<file path="src/rtl/mem_bus_arbiter.sv">
// Arbitrates the shared data bus between the CPU MEM stage and a DMA requester.
// CPU has priority, a starvation counter forces DMA in, and peripheral accesses get wait states.
module mem_bus_arbiter #(
    parameter int PERIPH_WAIT = 2,
    parameter int STARVE_MAX  = 3,
    parameter int PERIPH_BIT  = 30
) (
    input  logic        clk,
    input  logic        reset,
    input  logic        cpu_rd,
    input  logic        cpu_wr,
    input  logic [31:0] cpu_addr,
    input  logic [31:0] cpu_wdata,
    output logic [31:0] cpu_rdata,
    output logic        cpu_stall,
    input  logic        dma_req,
    input  logic        dma_we,
    input  logic [31:0] dma_addr,
    input  logic [31:0] dma_wdata,
    output logic [31:0] dma_rdata,
    output logic        dma_ack,
    output logic        mem_en,
    output logic        mem_we,
    output logic [31:0] mem_addr,
    output logic [31:0] mem_wdata,
    input  logic [31:0] mem_rdata,
    output logic [1:0]  bus_owner
);

    localparam logic [1:0] IDLE     = 2'd0;
    localparam logic [1:0] CPU_WAIT = 2'd1;
    localparam logic [1:0] DMA_WAIT = 2'd2;

    localparam logic [1:0] OWN_NONE = 2'd0;
    localparam logic [1:0] OWN_CPU  = 2'd1;
    localparam logic [1:0] OWN_DMA  = 2'd2;

    localparam int WAIT_W    = (PERIPH_WAIT > 1) ? $clog2(PERIPH_WAIT) : 1;
    localparam int WAIT_LOAD = (PERIPH_WAIT > 0) ? PERIPH_WAIT - 1 : 0;
    localparam int STARVE_W  = $clog2(STARVE_MAX + 1);

    logic [1:0]          stateReg, stateNext;
    logic [WAIT_W-1:0]   waitCntReg, waitCntNext;
    logic [STARVE_W-1:0] starveCntReg, starveCntNext;
    logic                ackLastReg;

    logic       cpuReq;
    logic       dmaEligible;
    logic       cpuSlow;
    logic       dmaSlow;
    logic       grantSlow;
    logic       dmaGrant;
    logic [1:0] ownerSel;
    logic       done;
    logic       cpuDone;
    logic       dmaDone;
    logic       ownerWe;

    assign cpuReq = cpu_rd | cpu_wr;
    // The requester needs one cycle after its ack to drop or re-present the request.
    assign dmaEligible = dma_req & ~ackLastReg;

    generate
        if (PERIPH_WAIT > 0) begin : gSlow
            assign cpuSlow = cpu_addr[PERIPH_BIT];
            assign dmaSlow = dma_addr[PERIPH_BIT];
        end else begin : gNoSlow
            assign cpuSlow = 1'b0;
            assign dmaSlow = 1'b0;
        end
    endgenerate

    always_comb begin
        stateNext   = stateReg;
        waitCntNext = waitCntReg;
        ownerSel    = OWN_NONE;
        grantSlow   = 1'b0;
        dmaGrant    = 1'b0;
        done        = 1'b0;
        case (stateReg)
            IDLE: begin
                if (dmaEligible && (starveCntReg == STARVE_W'(STARVE_MAX))) begin
                    ownerSel = OWN_DMA;
                end else if (cpuReq) begin
                    ownerSel = OWN_CPU;
                end else if (dmaEligible) begin
                    ownerSel = OWN_DMA;
                end
                dmaGrant = (ownerSel == OWN_DMA);
                if (ownerSel == OWN_CPU) begin
                    grantSlow = cpuSlow;
                end else if (ownerSel == OWN_DMA) begin
                    grantSlow = dmaSlow;
                end
                if (ownerSel != OWN_NONE) begin
                    if (grantSlow) begin
                        stateNext   = (ownerSel == OWN_CPU) ? CPU_WAIT : DMA_WAIT;
                        waitCntNext = WAIT_W'(WAIT_LOAD);
                    end else begin
                        done = 1'b1;
                    end
                end
            end
            CPU_WAIT, DMA_WAIT: begin
                ownerSel = (stateReg == CPU_WAIT) ? OWN_CPU : OWN_DMA;
                if (waitCntReg == '0) begin
                    done      = 1'b1;
                    stateNext = IDLE;
                end else begin
                    waitCntNext = waitCntReg - 1'b1;
                end
            end
            default: begin
                stateNext = IDLE;
            end
        endcase
    end

    assign cpuDone = done & (ownerSel == OWN_CPU);
    assign dmaDone = done & (ownerSel == OWN_DMA);

    always_comb begin
        starveCntNext = starveCntReg;
        if (dmaGrant || !dma_req) begin
            starveCntNext = '0;
        end else if (cpuDone && (starveCntReg != STARVE_W'(STARVE_MAX))) begin
            starveCntNext = starveCntReg + 1'b1;
        end
    end

    always_ff @(posedge clk or negedge reset) begin
        if (!reset) begin
            stateReg     <= IDLE;
            waitCntReg   <= '0;
            starveCntReg <= '0;
            ackLastReg   <= 1'b0;
        end else begin
            stateReg     <= stateNext;
            waitCntReg   <= waitCntNext;
            starveCntReg <= starveCntNext;
            ackLastReg   <= dmaDone;
        end
    end

    always_comb begin
        ownerWe = 1'b0;
        if (ownerSel == OWN_CPU) begin
            ownerWe = cpu_wr;
        end else if (ownerSel == OWN_DMA) begin
            ownerWe = dma_we;
        end
    end

    // Every output is forced idle while reset is held low, even mid-access.
    always_comb begin
        mem_en    = 1'b0;
        mem_we    = 1'b0;
        mem_addr  = '0;
        mem_wdata = '0;
        bus_owner = OWN_NONE;
        cpu_stall = 1'b0;
        cpu_rdata = '0;
        dma_ack   = 1'b0;
        dma_rdata = '0;
        if (reset) begin
            mem_en    = (ownerSel != OWN_NONE);
            mem_we    = done & ownerWe;
            bus_owner = ownerSel;
            cpu_stall = cpuReq & ~cpuDone;
            dma_ack   = dmaDone;
            if (ownerSel == OWN_CPU) begin
                mem_addr  = cpu_addr;
                mem_wdata = cpu_wdata;
            end else if (ownerSel == OWN_DMA) begin
                mem_addr  = dma_addr;
                mem_wdata = dma_wdata;
            end
            if (cpuDone) begin
                cpu_rdata = mem_rdata;
            end
            if (dmaDone) begin
                dma_rdata = mem_rdata;
            end
        end
    end

endmodule

</file>
<file path="config.mk">
export PLATFORM = sky130hd
export DESIGN_NAME = mem_bus_arbiter
export DESIGN_NICKNAME = d
export VERILOG_FILES = /design/src/rtl/mem_bus_arbiter.sv
export SDC_FILE = /design/constraint.sdc
export NUM_CORES = 1
export LEC_CHECK = 0
export ABC_CLOCK_PERIOD_IN_PS = 5170
export CAP_MARGIN = 10
export CORE_AREA = 8 8 109 111
export CTS_CLUSTER_SIZE = 14
export DETAILED_ROUTE_END_ITERATION = 10
export DIE_AREA = 0 0 117 119
export PLACE_DENSITY = 0.78
export SYNTH_ARGS = -nofsm -noshare
export SYNTH_HDL_FRONTEND = slang
export SYNTH_SLANG_ARGS = --single-unit
</file>
<file path="constraint.sdc">
create_clock -name clk -period 5.17 [get_ports clk]
set_clock_uncertainty 0.05 [all_clocks]
set_input_delay 1.034 -clock clk [delete_from_list [all_inputs] [get_ports clk]]
set_output_delay 1.034 -clock clk [all_outputs]
set_load 0.05 [all_outputs]
</file>
==> results of run 1 <==
## kinds of logic (layout without fill, tap and decap cells)
kind of cell,Yosys count,count (layout)
flops,6,6
buf+inv,37,316
compound gates,85,85
fa+ha+maj,3,3
simple gates,189,189
mux,2,2
## cells in the mapped netlist
master and instances:
sky130_fd_sc_hd__a31oi_1 2, sky130_fd_sc_hd__o22ai_1 1, sky130_fd_sc_hd__dfrtp_1 6, sky130_fd_sc_hd__nand2_1 47
sky130_fd_sc_hd__nand3_1 1, sky130_fd_sc_hd__a211oi_1 1, sky130_fd_sc_hd__a21o_1 1, sky130_fd_sc_hd__mux2i_1 2
sky130_fd_sc_hd__o31ai_4 1, sky130_fd_sc_hd__buf_4 6, sky130_fd_sc_hd__nand3b_1 1, sky130_fd_sc_hd__o32ai_2 2
sky130_fd_sc_hd__nand2b_1 2, sky130_fd_sc_hd__nor2_1 135, sky130_fd_sc_hd__o21ba_1 1, sky130_fd_sc_hd__buf_2 10
sky130_fd_sc_hd__a22oi_1 65, sky130_fd_sc_hd__o31ai_1 1, sky130_fd_sc_hd__a21oi_1 2, sky130_fd_sc_hd__o21ai_1 2
sky130_fd_sc_hd__inv_2 2, sky130_fd_sc_hd__clkbuf_1 15, sky130_fd_sc_hd__nor3b_1 1, sky130_fd_sc_hd__o31a_1 1
sky130_fd_sc_hd__ha_1 3, sky130_fd_sc_hd__and3b_1 2, sky130_fd_sc_hd__inv_1 4, sky130_fd_sc_hd__o2bb2ai_1 1
sky130_fd_sc_hd__o21ai_0 4
## worst paths after layout
| path | to | startpoint | depth (start not counted) |
|---|---|---|---|
| min in group asynchronous | ackLastReg$_DFF_PN0_ | reset | 2 |
| worst min-delay path | starveCntReg[1]$_DFFE_PN0P_ | starveCntReg[1]$_DFFE_PN0P_ | 2 |
| worst max register to register | ackLastReg$_DFF_PN0_ | stateReg[1]$_DFFE_PN0P_ | 9 |
| worst min register to register | starveCntReg[1]$_DFFE_PN0P_ | starveCntReg[1]$_DFFE_PN0P_ | 2 |
| worst max-delay path | dma_rdata[23] | cpu_wr | 9 |
| max in group asynchronous | starveCntReg[1]$_DFFE_PN0P_ | reset | 2 |
## sequential cells by signal, indices dropped and copies added (netlist names)
signal / count
ackLastReg: 1
waitCntReg: 1
stateReg: 2
starveCntReg: 2
## per-stage QoR
stage / util [%] / hold slack, ns / total power, W / cells
after floorplan: - / 0.448 / 0.00159 / 322
after global placement: 58.5 / 0.469 / 0.00280 / 734
after detailed placement: 58.5 / 0.492 / 0.00285 / 734
after CTS: 58.9 / 0.497 / 0.00293 / 737
after global routing: 58.9 / 0.515 / 0.00303 / 737
final: 58.9 / 0.492 / 0.00290 / 737
## worst min-delay path, stage by stage (launching register included)
cell	delay, ns
sky130_fd_sc_hd__dfrtp_1	0.37
sky130_fd_sc_hd__nand2_1	0.06
sky130_fd_sc_hd__mux2i_1	0.07
## power by group through the flow
| stage | registers [W] | logic [W] | clock network (W) |
|---|---|---|---|
| 4_1_cts | 0.0000841 | 0.00277 | 0.0000705 |
| 3_5_place_dp | 0.0000848 | 0.00276 | 0 |
| 6_report | 0.0000849 | 0.00275 | 0.0000694 |
| 3_3_place_gp | 0.0000824 | 0.00272 | 0 |
| 2_1_floorplan | 0.0000778 | 0.00151 | 0 |
| 5_1_grt | 0.0000863 | 0.00287 | 0.0000741 |
## metal layers
layer / GRT usage (%) / wire, µm / up-vias
met5: 0 / 0 / -
met4: 4.00 / 260 / 0
met3: 8.44 / 2000 / 15
met2: 34.9 / 7060 / 221
met1: 19.1 / 5000 / 1549
li1: - / - / 1663
## cell type report
cell class	instances	area, µm²
clock buffer	3	41.3
fill	843	4140
inverter	6	22.5
multi-input combinational	279	1470
sequential	6	150
tap	136	170
timing repair buffer	307	4100
==> metrics.txt, run 1 <==
# TYPE chip_impl_metric gauge
chip_impl_metric{name="synth.ff_latch_count",unit=""} 6
chip_impl_metric{name="drive_gt1_share",unit="%"} 25.0
chip_impl_metric{name="synth_seq_area_share",unit="%"} 8.50
chip_impl_metric{name="gr-total-overflow",unit=""} 0
chip_impl_info{name="critical_path.top_delay_family",value="buffers and inverters"} 1
chip_impl_info{name="critPathLaunchType",value="input pin"} 1
chip_impl_metric{name="floorplan.die.height",unit="µm"} 119
chip_impl_metric{name="lkg_pwr",unit="nW"} 2.41
chip_impl_metric{name="reg2reg_setup_slack",unit="ns"} 2.70
chip_impl_metric{name="design.portCount",unit=""} 300
chip_impl_metric{name="gp_congestion",unit=""} 0.950
chip_impl_metric{name="vias",unit=""} 3448
chip_impl_info{name="grt_setup_unrepaired",value="no"} 1
chip_impl_info{name="synth_top_family_by_area",value="simple AND/OR/NAND/NOR gates"} 1
chip_impl_metric{name="power_frac_comb",unit="%"} 94.7
chip_impl_metric{name="ir_drop_worst_case_vdd",unit="mV"} 0.290
chip_impl_metric{name="antenna_cells_inserted",unit=""} 0
chip_impl_metric{name="die_x",unit="µm"} 117
chip_impl_info{name="layout.cells.most_common",value="sky130_fd_sc_hd__clkdlybuf4s50_1"} 1
chip_impl_metric{name="route.detailed.vias_per_inst",unit=""} 4.68
chip_impl_metric{name="avgRoutedWirePerCell",unit="µm"} 19.4
chip_impl_metric{name="dr.pass1.iters",unit=""} 4
chip_impl_metric{name="antenna_violating_nets_post_route",unit=""} 0
chip_impl_metric{name="floorplan.die_area",unit="µm²"} 13900
chip_impl_metric{name="timing.critical_path.arrival",unit="ns"} 3.41
chip_impl_metric{name="core_area",unit="µm²"} 10100
chip_impl_info{name="clockRootBuffer",value="sky130_fd_sc_hd__clkbuf_8"} 1
chip_impl_metric{name="dr.first_iter.drc_count",unit=""} 207
chip_impl_metric{name="floorplan.rows",unit=""} 37
chip_impl_info{name="tritoncts",value="done"} 1
chip_impl_metric{name="placed_area",unit="µm²"} 5910
chip_impl_metric{name="synth.cell_area",unit="µm²"} 1770
chip_impl_metric{name="fin_tns_setup",unit="ns"} 0
chip_impl_info{name="post-synth-top-area-cell",value="sky130_fd_sc_hd__nor2_1"} 1
chip_impl_metric{name="clkPwrFrac",unit="%"} 2.4
chip_impl_metric{name="yosysWarningCount",unit=""} 0
chip_impl_metric{name="path_clk_slew",unit="ns"} 0.04
chip_impl_metric{name="holdBufCountCts",unit=""} 0
chip_impl_info{name="top_post_synthesis_cells_by_area",value="sky130_fd_sc_hd__nor2_1 (29%), sky130_fd_sc_hd__a22oi_1 (28%), sky130_fd_sc_hd__nand2_1 (10%), sky130_fd_sc_hd__dfrtp_1 (8.5%), sky130_fd_sc_hd__clkbuf_1 (3.2%)"} 1
chip_impl_metric{name="worst_pin_slew",unit="ns"} 0.660
chip_impl_metric{name="synth.mux.area_fraction",unit="%"} 1.13
chip_impl_metric{name="post_synth_inst_count",unit=""} 322
chip_impl_metric{name="worstSkewPairLatency",unit="ns"} 0.22
chip_impl_metric{name="internal-power",unit="W"} 0.00125
chip_impl_info{name="crit_chain",value="clkdlybuf4s50_1 > nor2_1 > o21ai_1 > a31oi_4 > buf_12 > nand2_1 > buf_4 > nor2_1 > buf_12"} 1
chip_impl_info{name="min_path_type",value="reg -> reg"} 1
chip_impl_metric{name="synth_adder_area_share",unit="%"} 2.13
chip_impl_info{name="critical-path-slowest-cell",value="sky130_fd_sc_hd__clkdlybuf4s50_1"} 1
chip_impl_metric{name="largest_net_degree_at_the_start_of_global_routing",unit=""} 68
chip_impl_metric{name="synthXorXnorAreaFrac",unit="%"} 0
chip_impl_metric{name="path_max_fanout",unit=""} 65
chip_impl_metric{name="final_max_tran_viols",unit=""} 0
chip_impl_info{name="status",value="finished, final reports clean"} 1
chip_impl_info{name="final_cell_mix",value="sky130_fd_sc_hd__clkdlybuf4s50_1 (166), sky130_fd_sc_hd__nor2_1 (135), sky130_fd_sc_hd__buf_12 (110)"} 1
chip_impl_metric{name="route.final.wire_length",unit="µm"} 14300
chip_impl_metric{name="final_net_count",unit=""} 772
chip_impl_metric{name="vias_in_the_first_global_route",unit=""} 3703
chip_impl_metric{name="switching_component_of_the_power",unit="W"} 0.00165
chip_impl_metric{name="ctsResizeCount",unit=""} 0
chip_impl_metric{name="global_route.usage.total",unit="%"} 19.0
chip_impl_metric{name="synthSimpleGateAreaFrac",unit="%"} 41.5
chip_impl_metric{name="final.min_clock_period",unit="ns"} 4.49
chip_impl_metric{name="setup_viol_count_final",unit=""} 0
chip_impl_metric{name="htreeDepth",unit=""} 1
chip_impl_metric{name="post-cts-setup-buffer-count",unit=""} 0
chip_impl_metric{name="area_growth",unit="%"} 237
chip_impl_metric{name="path_buf_inv",unit=""} 4
chip_impl_metric{name="place_ws",unit="ns"} 0.677
chip_impl_metric{name="synthesis.area_per_instance",unit="µm²"} 5.48
chip_impl_metric{name="total_power_density_per_cell_area",unit="nW/µm²"} 488
chip_impl_metric{name="io_buffers",unit=""} 299
chip_impl_metric{name="timing.max_slew.rel_slack",unit="%"} 55.9
chip_impl_metric{name="synth_compound_area_share",unit="%"} 36.9
chip_impl_metric{name="fin_area",unit="µm²"} 5950
chip_impl_metric{name="mappedNetlistNets",unit=""} 491
chip_impl_metric{name="sequential_share_of_power",unit="%"} 2.9
chip_impl_info{name="crit_type",value="in -> out"} 1
chip_impl_metric{name="clockBufferDepth",unit=""} 2
chip_impl_metric{name="finalWorstSetupSlack",unit="ns"} 0.677
chip_impl_metric{name="max_freq",unit="MHz"} 223
chip_impl_metric{name="drc",unit=""} 0
chip_impl_info{name="setup.worst_path.end_class",value="output pin"} 1
chip_impl_metric{name="max_stage_delay",unit="ns"} 0.47
chip_impl_metric{name="hpwl",unit="µm"} 12300
chip_impl_metric{name="grt_antenna_before_repair",unit=""} 0
chip_impl_metric{name="cap_viol_max_count",unit=""} 0
chip_impl_metric{name="synth_top_area_share",unit="%"} 28.7
chip_impl_metric{name="required",unit="ns"} 4.09
chip_impl_metric{name="timing_hold_violations_final",unit=""} 0
chip_impl_metric{name="global_route_wire_length_before_repair",unit="µm"} 20900
chip_impl_metric{name="start_util",unit="%"} 17.5
chip_impl_metric{name="fin_crit_sh",unit="%"} 86.9
chip_impl_metric{name="p_sw_share",unit="%"} 56.8
chip_impl_metric{name="yosys.cell_types.count",unit=""} 29
chip_impl_metric{name="tritoncts_num_sinks",unit=""} 6
chip_impl_metric{name="tritoncts_buffers",unit=""} 3
(Power assumes the default switching activity.)
==> run 2, diff against run 1 <==
--- a/config.mk
+++ b/config.mk
@@ -8,10 +8,11 @@
 export ABC_CLOCK_PERIOD_IN_PS = 5170
 export CAP_MARGIN = 10
 export CORE_AREA = 8 8 109 111
-export CTS_CLUSTER_SIZE = 14
+export CTS_CLUSTER_SIZE = 24
 export DETAILED_ROUTE_END_ITERATION = 10
 export DIE_AREA = 0 0 117 119
-export PLACE_DENSITY = 0.78
+export MAX_ROUTING_LAYER = met4
+export PLACE_DENSITY = 0.67
 export SYNTH_ARGS = -nofsm -noshare
 export SYNTH_HDL_FRONTEND = slang
 export SYNTH_SLANG_ARGS = --single-unit
==> metrics.txt, run 2 (same netlist as run 1, synthesis figures left out) <==
# TYPE chip_impl_metric gauge
chip_impl_info{name="status",value="finished, final reports clean"} 1
chip_impl_metric{name="lkg_pwr",unit="nW"} 2.40
chip_impl_metric{name="dr.first_iter.drc_count",unit=""} 242
chip_impl_metric{name="fillers",unit=""} 917
chip_impl_info{name="grt_setup_unrepaired",value="no"} 1
chip_impl_metric{name="gr-total-overflow",unit=""} 0
chip_impl_metric{name="p_sw_share",unit="%"} 56.8
chip_impl_metric{name="antenna_cells_inserted",unit=""} 0
chip_impl_info{name="largest_registers",value="starveCntReg x2, stateReg x2"} 1
chip_impl_metric{name="tritoncts_num_sinks",unit=""} 6
chip_impl_metric{name="timing.critical_path.arrival",unit="ns"} 3.41
chip_impl_metric{name="route.met3.wl",unit="µm"} 1340
chip_impl_metric{name="final_cells",unit=""} 736
chip_impl_metric{name="fin_crit_sh",unit="%"} 86.8
chip_impl_metric{name="route.final.wire_length",unit="µm"} 14400
chip_impl_metric{name="placed_cells_incl_taps",unit=""} 733
chip_impl_metric{name="hpwl",unit="µm"} 12200
chip_impl_metric{name="path_max_fanout",unit=""} 65
chip_impl_metric{name="final.min_clock_period",unit="ns"} 4.49
chip_impl_metric{name="route.detailed.vias_per_inst",unit=""} 4.74
chip_impl_metric{name="antenna_violating_nets_post_route",unit=""} 0
chip_impl_metric{name="timing_hold_violations_final",unit=""} 0
chip_impl_metric{name="detail_route.wirelength.met1",unit="µm"} 5700
chip_impl_metric{name="final_max_tran_viols",unit=""} 0
chip_impl_metric{name="tritoncts_buffers",unit=""} 3
chip_impl_metric{name="max_stage_delay",unit="ns"} 0.47
chip_impl_metric{name="finish.utilization",unit="%"} 58.5
chip_impl_info{name="critPathLaunchType",value="input pin"} 1
chip_impl_metric{name="grt_antenna_before_repair",unit=""} 0
chip_impl_metric{name="start_util",unit="%"} 17.5
chip_impl_metric{name="ir_drop_worst_case_vdd",unit="mV"} 0.321
chip_impl_metric{name="floorplan.die.height",unit="µm"} 119
chip_impl_metric{name="floorplan.die_area",unit="µm²"} 13900
chip_impl_metric{name="htreeDepth",unit=""} 1
chip_impl_metric{name="clkPwrFrac",unit="%"} 2.4
chip_impl_metric{name="global_route_wire_length_before_repair",unit="µm"} 21100
chip_impl_metric{name="power_frac_comb",unit="%"} 94.6
chip_impl_metric{name="vias",unit=""} 3486
chip_impl_metric{name="setup_viol_count_final",unit=""} 0
chip_impl_metric{name="path_buf_inv",unit=""} 4
chip_impl_metric{name="timing.max_slew.rel_slack",unit="%"} 56.1
chip_impl_metric{name="clockBufferDepth",unit=""} 2
chip_impl_info{name="min_path_type",value="reg -> reg"} 1
chip_impl_info{name="tritoncts",value="done"} 1
chip_impl_metric{name="floorplan.rows",unit=""} 37
chip_impl_metric{name="avgRoutedWirePerCell",unit="µm"} 19.6
chip_impl_metric{name="required",unit="ns"} 4.09
chip_impl_metric{name="core_area",unit="µm²"} 10100
chip_impl_metric{name="holdBufCountCts",unit=""} 0
chip_impl_metric{name="drive_gt1_share",unit="%"} 24.8
chip_impl_metric{name="fin_hold_ws",unit="ns"} 0.489
chip_impl_metric{name="total_power_density_per_cell_area",unit="nW/µm²"} 490
chip_impl_metric{name="die_x",unit="µm"} 117
chip_impl_info{name="crit_type",value="in -> out"} 1
chip_impl_metric{name="final_net_count",unit=""} 771
chip_impl_info{name="critical_path.top_delay_family",value="buffers and inverters"} 1
chip_impl_metric{name="largest_net_degree_at_the_start_of_global_routing",unit=""} 66
chip_impl_info{name="crit_chain",value="clkdlybuf4s50_1 > nor2_1 > o21ai_1 > a31oi_4 > buf_12 > nand2_1 > buf_4 > nor2_1 > buf_12"} 1
chip_impl_metric{name="dr.pass1.iters",unit=""} 5
chip_impl_metric{name="max_freq",unit="MHz"} 223
chip_impl_metric{name="vias_in_the_first_global_route",unit=""} 3712
chip_impl_metric{name="drc",unit=""} 0
chip_impl_metric{name="switching_component_of_the_power",unit="W"} 0.00165
chip_impl_metric{name="met2RoutedLength",unit="µm"} 7200
chip_impl_info{name="layout.cells.most_common",value="sky130_fd_sc_hd__clkdlybuf4s50_1"} 1
chip_impl_metric{name="global_route.usage.total",unit="%"} 19.9
chip_impl_metric{name="worst_pin_slew",unit="ns"} 0.658
chip_impl_metric{name="area_growth",unit="%"} 234
chip_impl_metric{name="gp_congestion",unit=""} 0.918
chip_impl_info{name="final_cell_mix",value="sky130_fd_sc_hd__clkdlybuf4s50_1 (166), sky130_fd_sc_hd__nor2_1 (135), sky130_fd_sc_hd__buf_12 (107)"} 1
chip_impl_info{name="route.top_layer_used",value="met4"} 1
chip_impl_metric{name="io_buffers",unit=""} 299
chip_impl_info{name="clockRootBuffer",value="sky130_fd_sc_hd__clkbuf_8"} 1
chip_impl_info{name="setup.worst_path.end_class",value="output pin"} 1
chip_impl_metric{name="ctsResizeCount",unit=""} 0
chip_impl_metric{name="post-cts-setup-buffer-count",unit=""} 0
chip_impl_info{name="critical-path-slowest-cell",value="sky130_fd_sc_hd__clkdlybuf4s50_1"} 1
chip_impl_metric{name="design.portCount",unit=""} 300
chip_impl_metric{name="sequential_share_of_power",unit="%"} 3.0
chip_impl_metric{name="worstSkewPairLatency",unit="ns"} 0.22
chip_impl_metric{name="path_clk_slew",unit="ns"} 0.04
chip_impl_metric{name="internal-power",unit="W"} 0.00125
chip_impl_metric{name="cap_viol_max_count",unit=""} 0
chip_impl_metric{name="fin_tns_setup",unit="ns"} 0
[run 2: final cells by class]
cell class                      count  area (µm²)  area share [%]
Multi-Input combinational cell    279        1470            24.9
Timing Repair Buffer              306        4050            68.6
Tap cell                          136         170            2.88
Inverter                            6        22.5           0.382
Sequential cell                     6         150            2.54
Clock buffer                        3        41.3           0.699
[run 2: tightest hold or removal path, cell delays in order (launching register included)]
cell,delay (ns)
sky130_fd_sc_hd__dfrtp_1,0.37
sky130_fd_sc_hd__nand2_1,0.06
sky130_fd_sc_hd__mux2i_1,0.06
[run 2: layer usage]
metal	vias to the layer above	GRT usage (%)
met5	-	-
met4	0	3.60
met3	10	4.19
met2	212	35.0
met1	1603	22.6
li1	1661	-
[run 2: path summary, 6_finish.rpt]
| path | start | to | slack, ns | cells past startpoint |
|---|---|---|---|---|
| worst min register to register | starveCntReg[1]$_DFFE_PN0P_ | starveCntReg[1]$_DFFE_PN0P_ | 0.49 | 2 |
| worst max-delay path | cpu_wr | dma_rdata[25] | 0.68 | 9 |
| worst max register to register | stateReg[1]$_DFFE_PN0P_ | ackLastReg$_DFF_PN0_ | 2.70 | 9 |
| max in group asynchronous | reset | starveCntReg[0]$_DFFE_PN0P_ | 3.63 | 1 |
| min in group asynchronous | reset | ackLastReg$_DFF_PN0_ | 1.10 | 1 |
| worst min-delay path | starveCntReg[1]$_DFFE_PN0P_ | starveCntReg[1]$_DFFE_PN0P_ | 0.49 | 2 |
[run 2: metrics by stage]
step	power, W	worst slack [ns]	instance area [µm²]
2_1_floorplan	0.00159	1.12	1770
3_3_place_gp	0.00281	0.767	5860
5_1_grt	0.00303	0.503	5900
3_5_place_dp	0.00284	0.649	5860
6_report	0.00289	0.680	5900
4_1_cts	0.00292	0.648	5900
[run 2: power groups by stage]
stage | clock network [W] | logic, W | registers [W]
after CTS | 0.0000722 | 0.00276 | 0.0000849
after floorplan | 0 | 0.00151 | 0.0000778
final | 0.0000701 | 0.00274 | 0.0000861
after global routing | 0.0000751 | 0.00287 | 0.0000877
after global placement | 0 | 0.00273 | 0.0000830
after detailed placement | 0 | 0.00275 | 0.0000855
==> run 3, diff against run 2 <==
--- a/config.mk
+++ b/config.mk
@@ -8,11 +8,13 @@
 export ABC_CLOCK_PERIOD_IN_PS = 5170
 export CAP_MARGIN = 10
 export CORE_AREA = 8 8 109 111
+export CTS_CLUSTER_DIAMETER = 150
 export CTS_CLUSTER_SIZE = 24
 export DETAILED_ROUTE_END_ITERATION = 10
 export DIE_AREA = 0 0 117 119
 export MAX_ROUTING_LAYER = met4
 export PLACE_DENSITY = 0.67
+export SETUP_SLACK_MARGIN = 0.2
 export SYNTH_ARGS = -nofsm -noshare
 export SYNTH_HDL_FRONTEND = slang
 export SYNTH_SLANG_ARGS = --single-unit
==> results of run 3 <==
Final layout, timing and power as in run 2 (identical DEF).
